--- src/rtl/apb_wait_ram_slave.sv ---
`default_nettype none
// ============================================================================
// Module   : apb_wait_ram_slave
// Brief    : APB completer backed by a byte-wide register RAM, with
//            configurable wait states, out-of-range error response and a
//            saturating error counter.
// Revision : 1.0 - initial release
// ============================================================================
module apb_wait_ram_slave #(
    parameter int DEPTH       = 64,
    parameter int WAIT_STATES = 1
) (
    input  logic       pclk,
    input  logic       preset,
    input  logic       psel,
    input  logic       penable,
    input  logic       pwrite,
    input  logic [7:0] paddr,
    input  logic [7:0] pwdata,
    output logic [7:0] prdata,
    output logic       pready,
    output logic       pslverr,
    output logic [7:0] err_cnt
);

    localparam int         AW       = (DEPTH > 1) ? $clog2(DEPTH) : 1;
    localparam logic [3:0] C_WAIT   = 4'(WAIT_STATES);
    localparam logic [8:0] C_DEPTH  = 9'(DEPTH);

    localparam logic [0:0] S_IDLE   = 1'b0;
    localparam logic [0:0] S_ACCESS = 1'b1;

    logic [0:0]    r_state;
    logic [3:0]    r_cnt;
    logic [7:0]    r_prdata;
    logic          r_pready;
    logic          r_pslverr;
    logic [7:0]    r_err_cnt;
    logic [7:0]    r_ram [DEPTH];

    logic          w_legal;
    logic [AW-1:0] w_idx;
    logic [7:0]    w_rd_data;

    assign w_legal = ({1'b0, paddr} < C_DEPTH);
    assign w_idx   = paddr[AW-1:0];

    // Writes leave prdata untouched; errored transfers always return zero.
    assign w_rd_data = !w_legal ? 8'h00 :
                       pwrite   ? r_prdata : r_ram[w_idx];

    always_ff @(posedge pclk or negedge preset) begin
        if (!preset) begin
            r_state   <= S_IDLE;
            r_cnt     <= 4'd0;
            r_prdata  <= 8'h00;
            r_pready  <= 1'b0;
            r_pslverr <= 1'b0;
            r_err_cnt <= 8'h00;
            for (int i = 0; i < DEPTH; i++) begin
                r_ram[i] <= 8'h00;
            end
        end else begin
            case (r_state)
                S_IDLE: begin
                    // psel with penable already high here is a protocol error and is ignored.
                    if (psel && !penable) begin
                        r_state  <= S_ACCESS;
                        r_cnt    <= C_WAIT;
                        r_pready <= (WAIT_STATES == 0);
                        if (WAIT_STATES == 0) begin
                            r_prdata  <= w_rd_data;
                            r_pslverr <= ~w_legal;
                        end
                    end
                end
                S_ACCESS: begin
                    if (!psel) begin
                        r_state   <= S_IDLE;
                        r_cnt     <= 4'd0;
                        r_pready  <= 1'b0;
                        r_pslverr <= 1'b0;
                    end else if (penable) begin
                        if (!r_pready) begin
                            r_cnt <= r_cnt - 4'd1;
                            if (r_cnt <= 4'd1) begin
                                r_pready  <= 1'b1;
                                r_prdata  <= w_rd_data;
                                r_pslverr <= ~w_legal;
                            end
                        end else begin
                            if (pwrite && w_legal) begin
                                r_ram[w_idx] <= pwdata;
                            end
                            if (r_pslverr && (r_err_cnt != 8'hFF)) begin
                                r_err_cnt <= r_err_cnt + 8'd1;
                            end
                            r_pready  <= 1'b0;
                            r_pslverr <= 1'b0;
                            r_state   <= S_IDLE;
                        end
                    end
                end
                default: r_state <= S_IDLE;
            endcase
        end
    end

    assign prdata  = r_prdata;
    assign pready  = r_pready;
    assign pslverr = r_pslverr;
    assign err_cnt = r_err_cnt;

endmodule
`default_nettype wire

--- config.mk ---
export PLATFORM = sky130hd
export DESIGN_NAME = apb_wait_ram_slave
export DESIGN_NICKNAME = d
export VERILOG_FILES = /design/src/rtl/apb_wait_ram_slave.sv
export SDC_FILE = /design/constraint.sdc
export NUM_CORES = 1
export LEC_CHECK = 0
export ABC_CLOCK_PERIOD_IN_PS = 6000
export CORE_MARGIN = 2
export CORE_UTILIZATION = 45
export DETAILED_ROUTE_END_ITERATION = 16
export HOLD_SLACK_MARGIN = 0.02
export PLACE_DENSITY = 0.66
export SLEW_MARGIN = 30
export SYNTH_ARGS = -nofsm -noshare
export SYNTH_HDL_FRONTEND = slang
export SYNTH_SLANG_ARGS = --single-unit
--- constraint.sdc ---
create_clock -name pclk -period 6 [get_ports pclk]
set_input_delay 0.9 -clock pclk [delete_from_list [all_inputs] [get_ports pclk]]
set_output_delay 0.9 -clock pclk [all_outputs]
set_load 0.05 [all_outputs]
---- Word-level counts from Yosys, hierarchy flattened ----
Cells that the tools add are included.
storage, ports and cells
  register bits after elaboration ......... 535
  input bits .............................. 21
  output and inout port bits .............. 18
  word-level logic and storage cells ...... 126
operators by class
  add/sub/neg operators ................... 2
  magnitude comparators ................... 4
  eq/ne operators ......................... 7
  mux-type cells .......................... 28
  bitwise logic cells ..................... 4
  reduce and logical (&&, ||, !) cells .... 11
operators by type and width
  cell                                                             count
  bitwise mux 512 bit                                              1
  binary-select mux 8 bit (select 6 bit)                           1
  demux 8 bit (select 6 bit)                                       1
  2-to-1 mux 8 bit                                                 5
  2-to-1 mux 4 bit                                                 4
  2-to-1 mux 1 bit                                                 13
  AND reduction 5 bit                                              2
  adder 8 x 1 -> 8 bit (second input constant)                     1
  < comparator 8 x 7 -> 1 bit (second input constant)              1
  != test 8 bit (second input constant)                            1
  one-hot mux 4 bit (2 select lines)                               1
  greater-or-equal comparator 7 bit (second input constant)        1
  < comparator 7 x 1 -> 1 bit (second input constant)              1
  inverter 6 -> 7 bit                                              1
  != test 3 bit (second input constant)                            2
  AND reduction 3 bit                                              2
  AND reduction 6 bit                                              1
  less-or-equal comparator 4 x 1 -> 1 bit (second input constant)  1
  logical AND 1 bit                                                4
  != test 2 bit (second input constant)                            2
  one-hot mux 1 bit (2 select lines)                               2
  subtractor 4 x 1 -> 4 bit (second input constant)                1
  != test 3 x 1 -> 1 bit (second input constant)                   1
  inverter 1 bit                                                   3
  other kinds (3)                                                  3

---- Depth between registers and ports, before layout ----
Gate-level depths: netlist (run 1).
  depth in word-level cells ............... 6
  gate-level depth with buffers ........... 10
  gate-level depth less buffers ........... 8

---- Worst setup path after synthesis (run 1) ----
No wires, ideal clock.
  path type ............................... input port to flip-flop
  start ................................... input port paddr[1]
  end ..................................... register r_ram[24] in the netlist's numbering
  setup time .............................. 125 ps
  data arrival time ....................... 2437 ps
  required time ........................... 5875 ps
  path slack .............................. 3438 ps
  cell stages on the path ................. 8
  path buffers ............................ 4
  path through ............................ buf_4 -> buf_4 -> nor2_4 -> buf_4 -> buf_4 -> nand2_8 -> nor2_8 -> mux2_2
between the ends
  cells in the longest elaborated chain, start to end .. 6
  elaborated cells between the ends (all ways) .. 10
  classes of those cells .................. order compare (3); mux (3); bitwise (1); reduce/logical (3)
RTL lines
  item                                                                                                    line  source
  start, declared                                                                                         18    input logic [7:0] paddr,
  inverter 6 -> 7 bit (implied by the code)                                                               93    r_ram[w_idx] <= pwdata;
  greater-or-equal comparator 7 bit (implied by the code) or < comparator 7 x 1 -> 1 bit (tied branches)  93
  logical AND 1 bit (implied by the code)                                                                 93
  2-to-1 mux 8 bit (implied by the code)                                                                  93
  demux 8 bit (select 6 bit)                                                                              93
  bitwise mux 512 bit                                                                                     93
  end signal, assigned by index                                                                           93
  end, declared                                                                                           39    logic [7:0] r_ram [DEPTH];
Parallel ways exist; a longest one is shown, timed or not.
A chain may end at the register's enable or synchronous reset.

---- Final worst setup path (run 1) ----
  start ................................... input port paddr[1]
  end ..................................... register r_prdata[0], in the netlist prdata[0]
between the ends
  cells in the longest elaborated chain, start to end .. 6
  elaborated cells between the ends (all ways) .. 9
  classes of those cells .................. order compare (1); eq/ne (1); mux (5); bitwise (1); reduce/logical (1)
RTL lines
  item                                                  line  source
  inverter 6 -> 7 bit (implied by the code)             50    pwrite ? r_prdata : r_ram[w_idx];
  binary-select mux 8 bit (select 6 bit)                50
  2-to-1 mux 8 bit (implied by the code) (2 in series)  50
  2-to-1 mux 8 bit                                      50
  2-to-1 mux 8 bit                                      49    assign w_rd_data = !w_legal ? 8'h00 :
  end signal, assigned                                  72    r_prdata <= w_rd_data;
  end signal, assigned                                  88    r_prdata <= w_rd_data;
  end, declared                                         35    logic [7:0] r_prdata;
Parallel ways exist; a longest one is shown, timed or not. The select of a mux whose other input is x is not followed.

==> results of run 1 <==
## routing by layer
layer  GRT usage  share of wire  vias up
met1      0.3243           0.45     8476
met2      0.3576           0.47      471
met5           0              0        -
met4     0.08624          0.033        0
li1            -              -     6923
met3     0.02775          0.049      121
## kinds of logic (layout without fill, tap and decap cells)
group           after synthesis  count (layout)  synth area share
simple gates                219             219           0.07116
compound gates              290             290           0.08704
fa+ha+maj                     4               4          0.001967
mux                         643             643            0.2795
xor+xnor                      9               9          0.003098
flops                       535             535            0.5262
buf+inv                     166             180           0.03108
## worst max-delay path, stage by stage
cell and delay, ns:
clkdlybuf4s50_1 0.86, buf_4 0.37, nand2b_1 0.45, buf_4 0.51, o22a_1 0.22, a31o_2 0.20, o2111ai_1 0.26, nor4bb_1 0.58
o21ai_1 0.10
## cell type report
class,count,share of cell area
clock buffers,83,0.05869
clock inverters,15,0.007990
inverters,14,0.001864
multi-input cells,1165,0.4005
flip-flops and latches,535,0.4750
well taps,756,0.03356
repair buffers,68,0.02237
## worst min-delay path by stage
stage          startpoint          to  slack, ns  cells after the start
6_report           preset  r_ram[336]       0.30                      1
4_1_cts            preset  r_ram[443]       0.34                      1
5_1_grt            preset  r_ram[368]       0.36                      1
3_3_place_gp   r_ram[473]  r_ram[473]       0.47                      1
2_1_floorplan  r_ram[478]  r_ram[478]       0.45                      1
3_5_place_dp   r_ram[478]  r_ram[478]       0.47                      1
## power by group through the flow
stage	logic (W)	clock network, W	registers [W]
5_1_grt	0.000598	0.00377	0.00368
3_3_place_gp	0.000545	0	0.00374
3_5_place_dp	0.000551	0	0.00374
4_1_cts	0.000552	0.00362	0.00367
6_report	0.000551	0.00357	0.00367
2_1_floorplan	0.000273	0	0.00378
## through the flow
stage / hold slack (ns) / area, µm² / worst slack [ns] / total power (W) / instances
finish: 0.2997 / 28190 / 2.001 / 0.007793 / 2636
global route: 0.3635 / 28190 / 1.954 / 0.008047 / 2636
CTS: 0.3421 / 28150 / 2.095 / 0.007843 / 2635
detailed placement: 0.4749 / 26280 / 1.480 / 0.004290 / 2537
global placement: 0.4691 / 26260 / 1.605 / 0.004282 / 2537
floorplan: 0.4495 / 25440 / 3.438 / 0.004057 / 1866
## cells in the mapped netlist (27+ instances only)
cell        n  area [µm²]
nor2b_1    27       168.9
a221oi_1   34       297.8
nor2_8     33       660.6
clkbuf_1   71       266.5
nor2_1     28       105.1
o22ai_1    56       350.3
mux2i_1   128        1281
nand2_1    43       161.4
mux2_2    488        5495
dfrtp_1   535       13390
a221o_1    46       460.4
buf_2      45       225.2
## sequential cells by signal, indices dropped and copies added (netlist names)
register  cells
r_ram       512
err_cnt       8
prdata        8
r_cnt         4
pready        1
pslverr       1
r_state       1
==> impl_metrics.py, run 1 <==
metrics = {
    "outcome": {
        "status": "complete, no violations",
    },
    "timing": {
        "period_needed_ns": 3.999,
        "rsz0062_at_grt": "no",
        "setup_viol": 0,
        "hold_viol_final": 0,
        "setup_tns_ns": 0,
        "max_freq_mhz": 250.1,
        "drv_slew": 0,
        "final.period_utilization": 0.6665,
        "finalClockSkew_ns": 0.01088,
        "worst_slew_pin_slew_ns": 0.9649,
        "relSlewSlack": 0.3567,
    },
    "power_and_ir_drop": {
        "netSwitchingPower_w": 0.001861,
        "ir_drop_v": 0.0001758,
        "power_frac_comb": 0.071,
        "intPower_w": 0.005932,
        "switching_share": 0.2388,
        "p_leak_nw": 14.12,
        "pwr-share-seq": 0.471,
        "clock_power_share": 0.458,
        "p_per_area_nw_per_um2": 276.5,
    },
    "flow_run": {
        "max_cap_violations": 0,
    },
    "clocking": {
        "root_buffer": "clkbuf_16",
        "ctsHtreeMaxLevel": 2,
        "clk_latency_ns": 0.60,
        "cts_setup_buffers": 0,
        "cts_buffer_depth": 3,
        "cts_hold_buf": 0,
        "cts.reportedPaths.clkPinSlew_ns": 0.06,
        "cts-buffers-inserted": 55,
        "ctsResizeCount": 0,
        "cts_tree": "done",
        "clock-sinks": 535,
    },
    "route": {
        "drc": 0,
        "num_vias": 15990,
        "wirelength_mm": 66.23,
        "firstDrtPassIters": 7,
        "routedWlPerCell_um": 25.12,
        "antenna_left": 0,
        "drtIter0Drc": 1500,
        "drt-vias-per-instance": 6.066,
    },
    "cells_and_area": {
        "final_nets": 1864,
        "drive_gt1_frac": 0.3793,
        "final_common_cell": "dfrtp_1",
        "fillers": 4867,
        "seq_area_um2": 13390,
        "layout_common_cells": "535 x dfrtp_1, 488 x mux2_2, 128 x mux2i_1",
        "diodes": 0,
        "post-route-util": 0.5018,
        "multiInputGateArea_um2": 11290,
        "area_growth_pct": 10.78,
    },
    "synth": {
        "syn_inst": 1866,
        "yosysUniqueCellTypes": 62,
        "synth-edff-count": 0,
        "synth_area_um2": 25440,
        "ys_seq_area_frac": 0.5262,
        "synth_ff_type": "dfrtp_1",
        "synth_seq_cells": 535,
        "syn_avg_cell_area_um2": 13.64,
        "ys.warnings.count": 0,
        "async_reset_ff_frac": 1.000,
        "syn_nets": 1891,
    },
    "global_routing": {
        "grt_start_max_net_pins": 164,
        "grt_use_total": 0.2277,
        "grt.overflow.total": 0,
        "antenna_found_initial": 0,
        "grt_pass1_wl_mm": 103.2,
        "grt_pass1_vias": 16510,
    },
    "setup_path": {
        "worst-setup-path-type": "input pin to flip-flop",
        "crit_required_ns": 6.46,
        "r2r_slack_ns": 3.50,
        "worstReg2RegEnd": "r_ram[430]",
        "cp_max_fo": 25,
        "cp.arrival_ns": 4.46,
        "worst_r2r_path_depth": 6,
        "critPathLaunch": "paddr[1]",
        "crit_path_end": "prdata[0]",
        "critical_path.endpoint_type": "flip-flop",
        "r2r-start": "r_state",
        "worst_setup_path_start_kind": "input pin",
    },
    "hold_path": {
        "min_path_type": "input pin to async pin",
    },
    "floorplan": {
        "die_x_um": 241.8,
        "fp-row-count": 87,
        "start_util": 0.4530,
        "ios": 39,
        "dieArea_um2": 58460,
        "core_um2": 56170,
        "dieHeight_um": 241.8,
    },
    "placement": {
        "portBuffers": 38,
        "place.gp.congestion": 0.8372,
        "place_hpwl_mm": 40.59,
    },
}
Power figures use the tool's default switching activity.
==> run 2, diff against run 1 <==
--- a/config.mk
+++ b/config.mk
@@ -5,7 +5,7 @@
 export SDC_FILE = /design/constraint.sdc
 export NUM_CORES = 1
 export LEC_CHECK = 0
-export ABC_CLOCK_PERIOD_IN_PS = 6000
+export ABC_CLOCK_PERIOD_IN_PS = 3800
 export CORE_MARGIN = 2
 export CORE_UTILIZATION = 45
 export DETAILED_ROUTE_END_ITERATION = 16
==> constraint.sdc (replaced) <==
create_clock -name pclk -period 3.8 [get_ports pclk]
set_input_delay 0.57 -clock pclk [delete_from_list [all_inputs] [get_ports pclk]]
set_output_delay 0.57 -clock pclk [all_outputs]
set_load 0.05 [all_outputs]
==> impl_metrics.py, run 2 (synthesis gave the netlist of run 1 again) <==
metrics = {
    "cells_and_area": {
        "final_common_cell": "dfrtp_1",
        "drive_gt1_frac": 0.3835,
        "post-route-cell-area_um2": 28390,
        "largest-register": "r_ram",
        "fin_cells": 2657,
        "area_growth_pct": 11.59,
        "layout_common_cells": "535 x dfrtp_1, 488 x mux2_2, 128 x mux2i_1",
        "final_nets": 1887,
        "largest_reg_flops": 512,
        "diodes": 0,
    },
    "route": {
        "num_vias": 16150,
        "firstDrtPassIters": 6,
        "routedWlPerCell_um": 25.12,
        "drtIter0Drc": 1213,
        "drc": 0,
        "antenna_left": 0,
        "wirelength_mm": 66.75,
        "drt-vias-per-instance": 6.079,
    },
    "hold_path": {
        "min_path_type": "input pin to flip-flop",
        "min_to": "r_ram[436]",
        "worstHoldPathCells": 2,
        "min-delay-start": "pwdata[4]",
    },
    "clocking": {
        "cts_tree": "done",
        "cts-buffers-inserted": 55,
        "cts_hold_buf": 0,
        "cts_setup_buffers": 0,
        "ctsHtreeMaxLevel": 2,
        "clock-sinks": 535,
        "ctsResizeCount": 0,
        "root_buffer": "clkbuf_16",
        "cts_buffer_depth": 3,
        "cts.reportedPaths.clkPinSlew_ns": 0.06,
        "clk_latency_ns": 0.61,
    },
    "power_and_ir_drop": {
        "clock_power_share": 0.442,
        "netSwitchingPower_w": 0.002940,
        "pwr-share-seq": 0.482,
        "power_frac_comb": 0.075,
        "switching_share": 0.2439,
        "intPower_w": 0.009111,
        "p_leak_nw": 14.23,
        "ir_drop_v": 0.0002890,
        "p_per_area_nw_per_um2": 424.5,
    },
    "placement": {
        "place.gp.congestion": 0.8929,
        "place_inst": 2559,
        "placed_area_um2": 26580,
        "place_hpwl_mm": 42.94,
        "portBuffers": 38,
    },
    "setup_path": {
        "cp.arrival_ns": 3.36,
        "worst_r2r_path_depth": 6,
        "critical_path.endpoint_type": "flip-flop",
        "cp_max_fo": 19,
        "r2r-start": "r_state",
        "worst_setup_path_start_kind": "input pin",
        "crit_required_ns": 4.28,
        "worstReg2RegEnd": "r_ram[366]",
        "worst-setup-path-type": "input pin to flip-flop",
        "r2r_slack_ns": 1.33,
    },
    "global_routing": {
        "grt_use_total": 0.2288,
        "grt_start_max_net_pins": 110,
        "grt_pass1_vias": 16680,
        "antenna_found_initial": 2,
        "grt_pass1_wl_mm": 103.8,
        "grt.overflow.total": 0,
    },
    "timing": {
        "setup_viol": 0,
        "hold_viol_final": 0,
        "finalClockSkew_ns": 0.01620,
        "drv_slew": 0,
        "relSlewSlack": 0.3737,
        "rsz0062_at_grt": "no",
        "setup_tns_ns": 0,
        "max_freq_mhz": 347.4,
        "final.period_utilization": 0.7575,
        "period_needed_ns": 2.878,
        "worst_slew_pin_slew_ns": 0.9395,
    },
    "floorplan": {
        "start_util": 0.4530,
        "ios": 39,
        "fp-row-count": 87,
        "dieHeight_um": 241.8,
        "die_x_um": 241.8,
        "core_um2": 56170,
        "dieArea_um2": 58460,
    },
    "outcome": {
        "status": "complete, no violations",
    },
    "flow_run": {
        "max_cap_violations": 0,
    },
}
==> run 2: cell count changes in the layout (fill, tap and decap cells not counted), sizes merged <==
cell | before | now
clkbuf | 83 | 87
buf | 41 | 63
clkinv | 9 | 8
bufinv | 6 | 1
dlygate4sd3 | 0 | 1
==> run 2: how the worst max path moves through the flow <==
stage | startpoint | to | slack, ns
after floorplan | pready | r_ram[0] | 1.51
final | paddr[1] | r_ram[366] | 0.92
after detailed placement | paddr[1] | prdata[2] | 0.26
after global placement | paddr[1] | prdata[2] | 0.31
after CTS | paddr[1] | prdata[2] | 0.91
after global routing | paddr[1] | prdata[2] | 0.85
==> run 2: power groups by stage <==
stage / registers [W] / clock network [W] / logic, W
after global placement: 0.00591 / 0 / 0.000892
after CTS: 0.00581 / 0.00543 / 0.000910
after detailed placement: 0.00591 / 0 / 0.000909
final: 0.00581 / 0.00533 / 0.000909
after global routing: 0.00581 / 0.00567 / 0.000976
after floorplan: 0.00598 / 0 / 0.000431
==> run 2: cell type report <==
type                    count  area (µm²)
fillers                  4841       27780
flip-flops and latches    535       13390
multi-input cells        1165       11280
clock buffers              87        1699
repair buffers             91       948.4
well taps                 756       945.9
clock inverters             9       73.82
inverters                  14       52.55
==> run 2: routing by layer <==
metal,global-route usage,part of all wire,vias to the layer above
li1,-,-,6969
met1,0.3126,0.44,8606
met2,0.3714,0.48,450
met3,0.03019,0.045,124
met4,0.08951,0.034,2
met5,0,0.00013,-
==> run 2: worst max-delay path, stage by stage <==
cell and delay [ns]:
clkdlybuf4s50_1 0.59, buf_4 0.30, nand2b_1 0.39, buf_12 0.31
nor2_4 0.35, nand2_1 0.43, mux2_2 0.40
==> run 2: stage by stage <==
stage | util | power, W | setup WS [ns] | hold slack [ns]
finish | 0.5055 | 0.01205 | 0.9216 | 0.4639
global route | 0.5055 | 0.01246 | 0.8468 | 0.4685
CTS | 0.5048 | 0.01215 | 0.9094 | 0.09594
detailed placement | 0.4732 | 0.006822 | 0.2564 | 0.4720
global placement | 0.4730 | 0.006802 | 0.3080 | 0.4640
floorplan | - | 0.006406 | 1.507 | 0.2744
